File: config.mk
export PLATFORM = sky130hd
export DESIGN_NAME = dmem_arbiter
export DESIGN_NICKNAME = d
export VERILOG_FILES = /design/src/rtl/dmem_arb_pkg.sv /design/src/rtl/dmem_arb_starve.sv /design/src/rtl/dmem_arbiter.sv
export SDC_FILE = /design/constraint.sdc
export NUM_CORES = 1
export LEC_CHECK = 0
export ABC_AREA = 0
export BUFFER_PORTS_ARGS = -buffer_cell sky130_fd_sc_hd__buf_2
export CAP_MARGIN = 10
export CORE_UTILIZATION = 37
export CTS_CLUSTER_DIAMETER = 50
export DETAILED_ROUTE_END_ITERATION = 8
export PLACE_DENSITY_LB_ADDON = 0.1
export SKIP_CTS_REPAIR_TIMING = 1
export SLEW_MARGIN = 20
export SYNTH_ARGS = -nofsm -noshare
export SYNTH_HDL_FRONTEND = slang
export SYNTH_HIERARCHICAL = 1
export SYNTH_SLANG_ARGS = --single-unit
File: constraint.sdc
create_clock -name clk -period 3.5 [get_ports clk]
set_input_delay 0.7 -clock clk [delete_from_list [all_inputs] [get_ports clk]]
set_output_delay 0.7 -clock clk [all_outputs]
set_load 0.02 [all_outputs]
File: src/rtl/dmem_arb_pkg.sv
// Shared types and default widths for the data-memory arbiter.
package dmem_arb_pkg;

  localparam int unsigned DMEM_ADDR_W = 16;
  localparam int unsigned DMEM_DATA_W = 16;
  localparam int unsigned STARVE_W    = 8;

  // Owner of the read issued in the previous cycle.
  typedef enum logic {
    OWN_CPU = 1'b0,
    OWN_ACC = 1'b1
  } owner_t;

  // Starvation tracker state.
  typedef enum logic {
    ARB_NORMAL = 1'b0,
    ARB_FORCE  = 1'b1
  } arb_state_t;

endpackage

File: src/rtl/dmem_arb_starve.sv
// Starvation counter: after STARVE_MAX consecutive denied accelerator
// request cycles, raises force_acc for exactly one cycle.
module dmem_arb_starve
  import dmem_arb_pkg::*;
#(
  parameter int unsigned STARVE_MAX = 8
) (
  input  logic clk,
  input  logic rst_n,
  input  logic acc_req,
  input  logic acc_gnt,
  output logic force_acc
);

  localparam logic [STARVE_W-1:0] CNT_LAST = STARVE_W'(STARVE_MAX - 1);

  arb_state_t          state;
  logic [STARVE_W-1:0] starve_cnt;

  // Count denied request cycles; one forced cycle then back to normal.
  always_ff @(posedge clk or negedge rst_n) begin
    if (!rst_n) begin
      state      <= ARB_NORMAL;
      starve_cnt <= '0;
      force_acc  <= 1'b0;
    end else begin
      case (state)
        ARB_NORMAL: begin
          if (acc_req && !acc_gnt) begin
            if (starve_cnt == CNT_LAST) begin
              state      <= ARB_FORCE;
              force_acc  <= 1'b1;
              starve_cnt <= '0;
            end else begin
              starve_cnt <= starve_cnt + STARVE_W'(1);
            end
          end else begin
            // A grant or an idle accelerator ends the starvation run.
            starve_cnt <= '0;
          end
        end
        ARB_FORCE: begin
          state      <= ARB_NORMAL;
          force_acc  <= 1'b0;
          starve_cnt <= '0;
        end
        default: begin
          state      <= ARB_NORMAL;
          force_acc  <= 1'b0;
          starve_cnt <= '0;
        end
      endcase
    end
  end

endmodule

File: src/rtl/dmem_arbiter.sv
// Single-port data BRAM arbiter between the CPU mem/wb stage (fixed
// priority) and the NN accelerator load/store port, with starvation-
// forced accelerator grants and owner-tagged read return.
module dmem_arbiter
  import dmem_arb_pkg::*;
#(
  parameter int unsigned ADDR_W     = DMEM_ADDR_W,
  parameter int unsigned DATA_W     = DMEM_DATA_W,
  parameter int unsigned STARVE_MAX = 8
) (
  input  logic              clk,
  input  logic              rst_n,
  // CPU side
  input  logic              cpu_ren,
  input  logic              cpu_wren,
  input  logic [ADDR_W-1:0] cpu_addr,
  input  logic [DATA_W-1:0] cpu_wdata,
  output logic [DATA_W-1:0] cpu_rdata,
  output logic              cpu_stall,
  // Accelerator side
  input  logic              acc_req,
  input  logic              acc_we,
  input  logic [ADDR_W-1:0] acc_addr,
  input  logic [DATA_W-1:0] acc_wdata,
  output logic              acc_gnt,
  output logic              acc_rvalid,
  output logic [DATA_W-1:0] acc_rdata,
  // BRAM side
  output logic              mem_ren,
  output logic              mem_wren,
  output logic [ADDR_W-1:0] mem_addr,
  output logic [DATA_W-1:0] mem_wdata,
  input  logic [DATA_W-1:0] mem_rdata
);

  logic   cpu_act;
  logic   cpu_ok;
  logic   force_acc;
  logic   rd_pend;
  owner_t rd_owner;

  dmem_arb_starve #(
    .STARVE_MAX (STARVE_MAX)
  ) u_starve (
    .clk       (clk),
    .rst_n     (rst_n),
    .acc_req   (acc_req),
    .acc_gnt   (acc_gnt),
    .force_acc (force_acc)
  );

  // Grant equations: CPU wins unless a forced accelerator cycle is active.
  assign cpu_act   = cpu_ren | cpu_wren;
  assign acc_gnt   = acc_req & (~cpu_act | force_acc);
  assign cpu_stall = cpu_act & acc_gnt;
  assign cpu_ok    = cpu_act & ~acc_gnt;

  // BRAM port mux; a CPU store shadows a simultaneous CPU load.
  always_comb begin
    mem_ren   = 1'b0;
    mem_wren  = 1'b0;
    mem_addr  = cpu_addr;
    mem_wdata = cpu_wdata;
    if (acc_gnt) begin
      mem_addr  = acc_addr;
      mem_wdata = acc_wdata;
      mem_wren  = acc_we;
      mem_ren   = ~acc_we;
    end else if (cpu_ok) begin
      mem_wren  = cpu_wren;
      mem_ren   = cpu_ren & ~cpu_wren;
    end
  end

  // Track who issued last cycle's read so the return can be tagged.
  always_ff @(posedge clk or negedge rst_n) begin
    if (!rst_n) begin
      rd_pend  <= 1'b0;
      rd_owner <= OWN_CPU;
    end else begin
      rd_pend  <= mem_ren;
      rd_owner <= acc_gnt ? OWN_ACC : OWN_CPU;
    end
  end

  // Read data fans out to both requesters; only the accelerator gets a valid.
  assign acc_rvalid = rd_pend & (rd_owner == OWN_ACC);
  assign acc_rdata  = mem_rdata;
  assign cpu_rdata  = mem_rdata;

endmodule
==> results of run 1 <==
==> final timing paths <==
| check | startpoint | end | slack (ns) | depth (start not counted) |
|---|---|---|---|---|
| max in group asynchronous | rst_n | rd_owner | 2.95 | 1 |
| worst min register to register | u_starve/starve_cnt[0] | u_starve/starve_cnt[0] | 0.51 | 1 |
| min in group clk | u_starve/starve_cnt[0] | u_starve/starve_cnt[0] | 0.51 | 1 |
| worst max register to register | u_starve/force_acc | u_starve/starve_cnt[5] | 1.27 | 6 |
| worst min-delay path | rst_n | u_starve/starve_cnt[4] | 0.33 | 1 |
| worst max-delay path | cpu_wren | mem_wdata[15] | 0.80 | 6 |
==> cell usage after synthesis (all sizes together) <==
cell	count
buf	36
mux2	32
dfrtp	12
inv	6
nor2	6
nand2	5
a21oi	4
o21ai	4
nand3	3
or3	3
ha	2
nand2b	2
nand3b	2
xnor2	2
a211o	1
a32o	1
a41o	1
and2	1
nand4	1
nor4	1
nor4b	1
o41ai	1
or2b	1
or3b	1
==> metrics by stage <==
| step | setup WS, ns | instances | area, µm² | total power (W) |
|---|---|---|---|---|
| 2_1_floorplan | 1.30 | 129 | 1400 | 0.000344 |
| 3_3_place_gp | 0.823 | 246 | 1710 | 0.000365 |
| 3_5_place_dp | 0.781 | 246 | 1710 | 0.000369 |
| 4_1_cts | 0.779 | 250 | 1770 | 0.000518 |
| 5_1_grt | 0.735 | 250 | 1770 | 0.000538 |
| 6_report | 0.797 | 250 | 1770 | 0.000509 |
==> report_power, final <==
group          switching [W]  internal, W
Combinational       0.000107     0.000110
Sequential        0.00000424     0.000143
Clock              0.0000460    0.0000989
Total               0.000157     0.000352
==> layout by cell type, fill, tap and decap left out, types with 4 or more instances in the layout <==
cell type  instances
mux2_4            29
clkbuf_8           4
nand2_1            5
dfrtp_1           12
buf_2            106
inv_1              6
==> sequential cells by signal, summed over array words and instances, names as in the netlist <==
name and count:
u_starve/starve_cnt 8, u_starve/force_acc 1, rd_pend 1, rd_owner 1, u_starve/state 1
==> cell families (layout without fill, tap and decap cells) <==
| kind of cell | after synthesis | in the layout | share of synthesized area |
|---|---|---|---|
| compound gates | 12 | 12 | 0.0848 |
| xor+xnor | 2 | 2 | 0.0125 |
| fa+ha+maj | 2 | 2 | 0.0179 |
| buf+inv | 42 | 117 | 0.220 |
| flops | 12 | 12 | 0.214 |
| mux | 32 | 32 | 0.335 |
| simple gates | 27 | 27 | 0.116 |
==> worst max-delay path, delay by kind of cell <==
family          cells  cell delay [ns]
simple gates        1             0.06
compound gates      1             0.10
mux                 1             0.39
buf+inv             3             0.75
==> area by class of cell <==
class	count	area, µm²	area share
inverters	6	22.5	0.0127
repair buffers	107	538	0.305
flip-flops and latches	12	300	0.170
well taps	46	57.6	0.0326
multi-input cells	75	793	0.449
clock buffers	4	55.1	0.0312
==> metal layers <==
| metal | vias up | track usage |
|---|---|---|
| met3 | 4 | 0.0797 |
| met4 | 0 | 0.0199 |
| met1 | 516 | 0.154 |
| li1 | 563 | - |
| met2 | 74 | 0.315 |
| met5 | - | 0 |
==> results.cfg, run 1 <==
[worst_setup_path]
max_stage_delay_ns = 0.48
crit_path_top_delay_cell = buf_4
worstSetupPathType = primary input to output port
critPathArrivalTime_ns = 2.00
cpMostUsedCell = buf_2
endpoint_kind = output port
worstPathRequired_ns = 2.80
start_kind = primary input
crit_fanout = 33
crit_chain = buf_2, nor2_2, o21ai_4, buf_4, mux2_2, buf_2

[global_route]
grt_overflow = 0
track_usage = 0.162
grt_max_degree = 34
grt_pass1_wl_mm = 5.22
grt_pass1_vias = 1120
antenna_found_initial = 0

[layout]
nets = 293
num_antenna_cells = 0
drive_gt1_frac = 0.755
area_delta_synth_final_pct = 26.1
nFillCells = 350
final_util = 0.509

[sta]
fmax_mhz = 370
worst_pin_slew_ns = 0.546
relSlewSlack = 0.636
hold_slack_ns = 0.333
finalHoldViolations = 0
fin_tns_setup_ns = 0
final_max_slew_viol_count = 0
period_share = 0.772
skew_ns = 0.00204
setup-violations-final = 0
rsz0062_at_grt = no
fin_crit_ns = 2.70

[die]
pin_count = 155
die_y_um = 63.5
die_area_um2 = 4040
floorplan.initialDensity = 0.404
row_count = 21
core_um2 = 3470
fp.dieW_um = 63.5

[clocking]
clk_pin_slew_worst_paths_ns = 0.05
cts_tree = yes
clock_path_buffers = 2
cts_root_buf = clkbuf_8
cts-buffers-inserted = 3
cts_sinks = 12
htreeDepth = 1
clock_latency_ns = 0.23

[synth]
ys_top_cells_by_area = mux2_4, dfrtp_1, buf_4
yosysSeqAreaShare = 0.214
syn_inst = 129
synth_top_area_cell = mux2_4
synth.avg_cell_area_um2 = 10.9
ys_ff_latch = 12
yosys_warnings = 6
synth_area_um2 = 1400
ys_types = 30
syn-num-nets = 217
synth_top_cell_area_share = 0.311

[place]
hpwl_mm = 2.94
portBuffers = 106
gp_congestion = 0.768

[route]
dr.pass1.iters = 2
top_layer = met4
route.met2.wl_mm = 1.84
drc = 0
vias_per_cell = 4.63
dr_wl_met3_um = 390
drt_wl_total_mm = 3.40
routedWlPerCell_um = 13.6
drtAntennaViolNets = 0
drt_iter0_markers = 16
met1_length_mm = 1.16
num_vias = 1157

[pwr]
leakagePower_nw = 0.979
p_per_area_nw_per_um2 = 288
vdd_drop_max_uv = 273

[min_path]
min_path_type = primary input to async pin

[job]
cap_violations = 0

[status]
status = completed
Power figures use the tool's default switching activity.
==> inputs of run 2 (changes only) <==
--- a/config.mk
+++ b/config.mk
@@ -5,10 +5,10 @@
 export SDC_FILE = /design/constraint.sdc
 export NUM_CORES = 1
 export LEC_CHECK = 0
-export ABC_AREA = 0
+export ABC_AREA = 1
 export BUFFER_PORTS_ARGS = -buffer_cell sky130_fd_sc_hd__buf_2
 export CAP_MARGIN = 10
-export CORE_UTILIZATION = 37
+export CORE_UTILIZATION = 34
 export CTS_CLUSTER_DIAMETER = 50
 export DETAILED_ROUTE_END_ITERATION = 8
 export PLACE_DENSITY_LB_ADDON = 0.1
==> constraint.sdc (replaced) <==
create_clock -name clk -period 2.8 [get_ports clk]
set_input_delay 0.56 -clock clk [delete_from_list [all_inputs] [get_ports clk]]
set_output_delay 0.56 -clock clk [all_outputs]
set_load 0.02 [all_outputs]
==> results.cfg, run 2 <==
[worst_setup_path]
critPathTopFamily = buffers and inverters
crit_chain = buf_2, buf_4, nand3_1, nand2_1, buf_2
start_kind = primary input
r2r-end = u_starve/starve_cnt[2]
worstSetupPathType = primary input to output port
endpoint_kind = output port
cpMostUsedCell = buf_2
worstPathRequired_ns = 2.24
r2r_slack_ns = 1.20
crit_path_top_delay_cell = buf_4
r2r-start = u_starve/force_acc
critPathCapture = mem_addr[7]
cp.depth = 5
crit_fanout = 20
max_stage_delay_ns = 0.31
cp_num_buf_inv = 3
reg2reg_depth = 9
critPathArrivalTime_ns = 1.51
crit_path_start = acc_req

[clocking]
clock_path_buffers = 2
cts-buffers-inserted = 3
clock_latency_ns = 0.23
cts_root_buf = clkbuf_8
cts_sinks = 12
clk_pin_slew_worst_paths_ns = 0.05
cts_tree = yes
htreeDepth = 1

[pwr]
vdd_drop_max_uv = 135
p_int_w = 0.000371
leakagePower_nw = 1.08
power_frac_comb = 0.429
power_frac_seq = 0.310
sw_frac_of_total = 0.368
p_per_area_nw_per_um2 = 343
clkPwrFrac = 0.260
switchingPower_w = 0.000216

[synth]
ys.flop_type = dfrtp_1
synth_top_cell_area_share = 0.220
synth_top_area_cell = dfrtp_1
synth-async-reset-ratio = 1.00
syn_inst = 218
post_synth_xor_area_fraction = 0.0128
synth_edf_count = 0
synth.most_common_cell = nand2_1
synth_compound_area_frac = 0.0430
ys_top_cells_by_area = dfrtp_1, nand2_1, buf_4
synth_area_um2 = 1370
muxShareOfSynthArea = 0
synth-simple-area-share = 0.439
syn-num-nets = 306
yosys_warnings = 6
synth_top_family_by_area = simple AND/OR/NAND/NOR gates
synth_fa_ha_area_frac = 0.0183
synth_commonest_cells = nand2_1, nand3_1, buf_4, nor2_1, inv_1
ys_types = 21
synth.avg_cell_area_um2 = 6.27
ys_ff_latch = 12
yosysSeqAreaShare = 0.220

[layout]
top_register = u_starve/starve_cnt
final_common_cell = buf_2
final_util = 0.453
area_delta_synth_final_pct = 25.0
final_cell_mix = buf_2, nand2_1, nand3_1
num_antenna_cells = 0
nFillCells = 414
drive_gt1_frac = 0.424
fin_cells = 336
nets = 378
largest_register_ffs = 8

[global_route]
grt_pass1_vias = 1277
grt_pass1_wl_mm = 5.46
grt_max_degree = 35
antenna_found_initial = 0
track_usage = 0.162
grt_overflow = 0

[die]
row_count = 22
die_area_um2 = 4280
core_um2 = 3770
die_y_um = 65.4
pin_count = 155
fp.dieW_um = 65.4
floorplan.initialDensity = 0.363

[sta]
rsz0062_at_grt = no
fin_crit_ns = 2.07
period_share = 0.739
worst_pin_slew_ns = 0.364
final_max_slew_viol_count = 0
finalHoldViolations = 0
skew_ns = 0.00108
fin_tns_setup_ns = 0
fmax_mhz = 483
relSlewSlack = 0.757
setup-violations-final = 0

[place]
gp_congestion = 0.795
place_inst = 333
portBuffers = 106
hpwl_mm = 2.81

[min_path]
min_path_type = primary input to async pin

[route]
drtAntennaViolNets = 0
drt_wl_total_mm = 3.62
drc = 0
routedWlPerCell_um = 10.8
drt_iter0_markers = 64
vias_per_cell = 4.50
dr.pass1.iters = 4
num_vias = 1511

[job]
cap_violations = 0

[status]
status = completed
-- run 2: cell types whose count changed in the layout (fill, tap and decap cells not counted), moves of 7 or more --
cell / before / now
inv_1: 6 / 13
nor2_1: 3 / 15
nand3_1: 3 / 40
mux2_4: 29 / 0
nand2_1: 5 / 76
-- run 2: worst reg2reg max path, delay by kind of cell, from the launching register on --
| family | cells | cell delay (ns) |
|---|---|---|
| AOI/OAI and AO/OA | 3 | 0.28 |
| buffers and inverters | 3 | 0.35 |
| DFF | 1 | 0.40 |
| and+or+nand+nor | 3 | 0.50 |
-- run 2: how the worst min path moves through the flow --
stage / from / to / slack (ns)
4_1_cts: rst_n / u_starve/starve_cnt[6] / 0.20
2_1_floorplan: rst_n / rd_owner / 0.26
3_3_place_gp: rst_n / u_starve/starve_cnt[3] / 0.46
6_report: rst_n / u_starve/starve_cnt[3] / 0.19
3_5_place_dp: rst_n / u_starve/starve_cnt[3] / 0.45
5_1_grt: rst_n / u_starve/starve_cnt[3] / 0.22
-- run 2: area by class of cell --
cell class | instances | area [µm²] | area share
clock buffer | 3 | 41.3 | 0.0242
tap | 48 | 60.1 | 0.0351
sequential | 12 | 300 | 0.176
multi-input combinational | 150 | 702 | 0.411
inverter | 14 | 52.6 | 0.0307
timing repair buffer | 109 | 553 | 0.324
-- run 2: kinds of logic (layout without fill, tap and decap cells) --
| family | count (synthesis) | in the layout |
|---|---|---|
| adders and majority gates | 2 | 2 |
| xor gates and xnor gates | 2 | 2 |
| DFF | 12 | 12 |
| and+or+nand+nor | 138 | 138 |
| AOI/OAI and AO/OA | 8 | 8 |
| buffers and inverters | 56 | 126 |
-- run 2: through the flow --
stage	power (W)	hold slack [ns]	setup WS, ns	instance area, µm²
final	0.000586	0.188	0.730	1710
after global routing	0.000627	0.218	0.605	1710
after CTS	0.000594	0.203	0.715	1710
after detailed placement	0.000439	0.454	0.717	1670
after global placement	0.000439	0.456	0.720	1670
after floorplan	0.000402	0.264	0.921	1370
-- run 2: power by group through the flow --
stage	combinational [W]	sequential (W)	clock [W]
after floorplan	0.000218	0.000184	0
after global placement	0.000254	0.000185	0
after detailed placement	0.000254	0.000185	0
after CTS	0.000255	0.000182	0.000157
after global routing	0.000279	0.000182	0.000166
final	0.000252	0.000182	0.000153
-- run 2: metal layers --
layer / global-route usage / wire, µm / part of all wire / vias up
li1: - / - / - / 791
met1: 0.189 / 1490 / 0.41 / 635
met2: 0.296 / 1800 / 0.50 / 74
met3: 0.0278 / 275 / 0.076 / 11
met4: 0.0543 / 52 / 0.014 / 0
met5: 0 / 0 / 0 / -
==> inputs of run 3 (changes only) <==
--- a/config.mk
+++ b/config.mk
@@ -5,10 +5,10 @@
 export SDC_FILE = /design/constraint.sdc
 export NUM_CORES = 1
 export LEC_CHECK = 0
-export ABC_AREA = 1
+export ABC_AREA = 0
 export BUFFER_PORTS_ARGS = -buffer_cell sky130_fd_sc_hd__buf_2
 export CAP_MARGIN = 10
-export CORE_UTILIZATION = 34
+export CORE_UTILIZATION = 31
 export CTS_CLUSTER_DIAMETER = 50
 export DETAILED_ROUTE_END_ITERATION = 8
 export PLACE_DENSITY_LB_ADDON = 0.1
==> constraint.sdc (replaced) <==
create_clock -name clk -period 1.9 [get_ports clk]
set_input_delay 0.38 -clock clk [delete_from_list [all_inputs] [get_ports clk]]
set_output_delay 0.38 -clock clk [all_outputs]
set_load 0.02 [all_outputs]
==> results.cfg, run 3 (synthesis results as in run 1) <==
[status]
status = complete, but fails checks
violations = negative setup slack

[pwr]
total_power_w = 0.00109
leakagePower_nw = 1.13
p_per_area_nw_per_um2 = 513
vdd_drop_max_uv = 350

[clocking]
clock_path_buffers = 2
cts_root_buf = clkbuf_8
clk_pin_slew_worst_paths_ns = 0.05
cts-buffers-inserted = 3
clock_latency_ns = 0.24
cts_sinks = 12
cts_tree = yes
htreeDepth = 1

[route]
routedWlPerCell_um = 15.7
drt_iter0_markers = 39
drc = 0
dr.pass1.iters = 4
drt_wl_total_mm = 4.14
drtAntennaViolNets = 0
vias_per_cell = 4.64
num_vias = 1220

[die]
die_y_um = 69.2
pin_count = 155
floorplan.initialDensity = 0.322
die_area_um2 = 4790
fp.dieW_um = 69.2
row_count = 24
core_um2 = 4350

[job]
cap_violations = 0

[sta]
layout_setup_ws_ns = -0.0794
rsz0062_at_grt = yes
skew_ns = 0.000606
relSlewSlack = 0.754
period_share = 1.04
fmax_mhz = 505
worst_pin_slew_ns = 0.368
setup-violations-final = 32
final_max_slew_viol_count = 0
fin_tns_setup_ns = -1.99
finalHoldViolations = 0
fin_crit_ns = 1.98

[worst_setup_path]
crit_chain = o21ai_4, buf_12, clkbuf_16, mux2_4, buf_6
crit_path_start = u_starve/force_acc
critPathCapture = mem_addr[11]
max_stage_delay_ns = 0.44
endpoint_kind = output port
critPathArrivalTime_ns = 1.60
worstPathRequired_ns = 1.52
cp_num_buf_inv = 3
reg2reg_depth = 6
cp.depth = 5
critPathTopFamily = flip-flops
r2r-start = u_starve/force_acc
r2r_slack_ns = 0.12
crit_path_top_delay_cell = dfrtp_2
worstSetupPathType = flop to output port
crit_fanout = 6
r2r-end = u_starve/starve_cnt[6]
start_kind = flop

[global_route]
grt_pass1_wl_mm = 5.83
grt_pass1_vias = 1153
grt_overflow = 0
track_usage = 0.151
grt_max_degree = 26
antenna_found_initial = 0

[layout]
fin_cells = 263
multi_input_area_um2 = 805
final_common_cell = buf_2
largest_register_ffs = 8
area_delta_synth_final_pct = 51.2
seqCellArea_um2 = 302
stdcell_area_um2 = 2120
num_antenna_cells = 0
final_util = 0.487
drive_gt1_frac = 0.768
nFillCells = 408
final_cell_mix = buf_2, mux2_4, buf_6
nets = 300
top_register = u_starve/starve_cnt

[place]
portBuffers = 106
gp_congestion = 0.842
hpwl_mm = 3.22
post_dp_cell_area_um2 = 1750
place_inst = 254

[min_path]
min_path_type = primary input to async pin
==> run 3: how the worst min path moves through the flow <==
stage               start                      to  depth (start not counted)
global placement    rst_n  u_starve/starve_cnt[5]                          1
detailed placement  rst_n  u_starve/starve_cnt[5]                          1
floorplan           rst_n                rd_owner                          0
CTS                 rst_n  u_starve/starve_cnt[5]                          1
global route        rst_n  u_starve/starve_cnt[7]                          1
finish              rst_n  u_starve/starve_cnt[5]                          1
==> run 3: per-layer routing <==
layer,GRT usage,vias up,part of all wire
li1,-,579,-
met4,0.0680,0,0.015
met3,0.0596,6,0.086
met2,0.237,69,0.50
met5,0,-,0
met1,0.180,566,0.39
==> run 3: where the power goes <==
part / total, W / internal (W) / switching [W]
logic: 0.000540 / 0.000310 / 0.000231
clock network: 0.000277 / 0.000183 / 0.0000935
registers: 0.000272 / 0.000264 / 0.00000749
total: 0.00109 / 0.000757 / 0.000332
==> run 3: cell type report <==
class,instances,share of cell area
clock buffers,4,0.0260
inverters,6,0.0106
flip-flops and latches,12,0.142
well taps,52,0.0307
repair buffers,114,0.411
multi-input cells,75,0.380
==> run 3: metrics by stage <==
step           worst slack [ns]  hold slack [ns]
5_1_grt                  -0.122           0.0322
4_1_cts                  -0.113           0.0180
3_5_place_dp             0.0294            0.278
6_report                -0.0794           0.0108
3_3_place_gp             0.0585            0.273
2_1_floorplan          -0.00302           0.0844
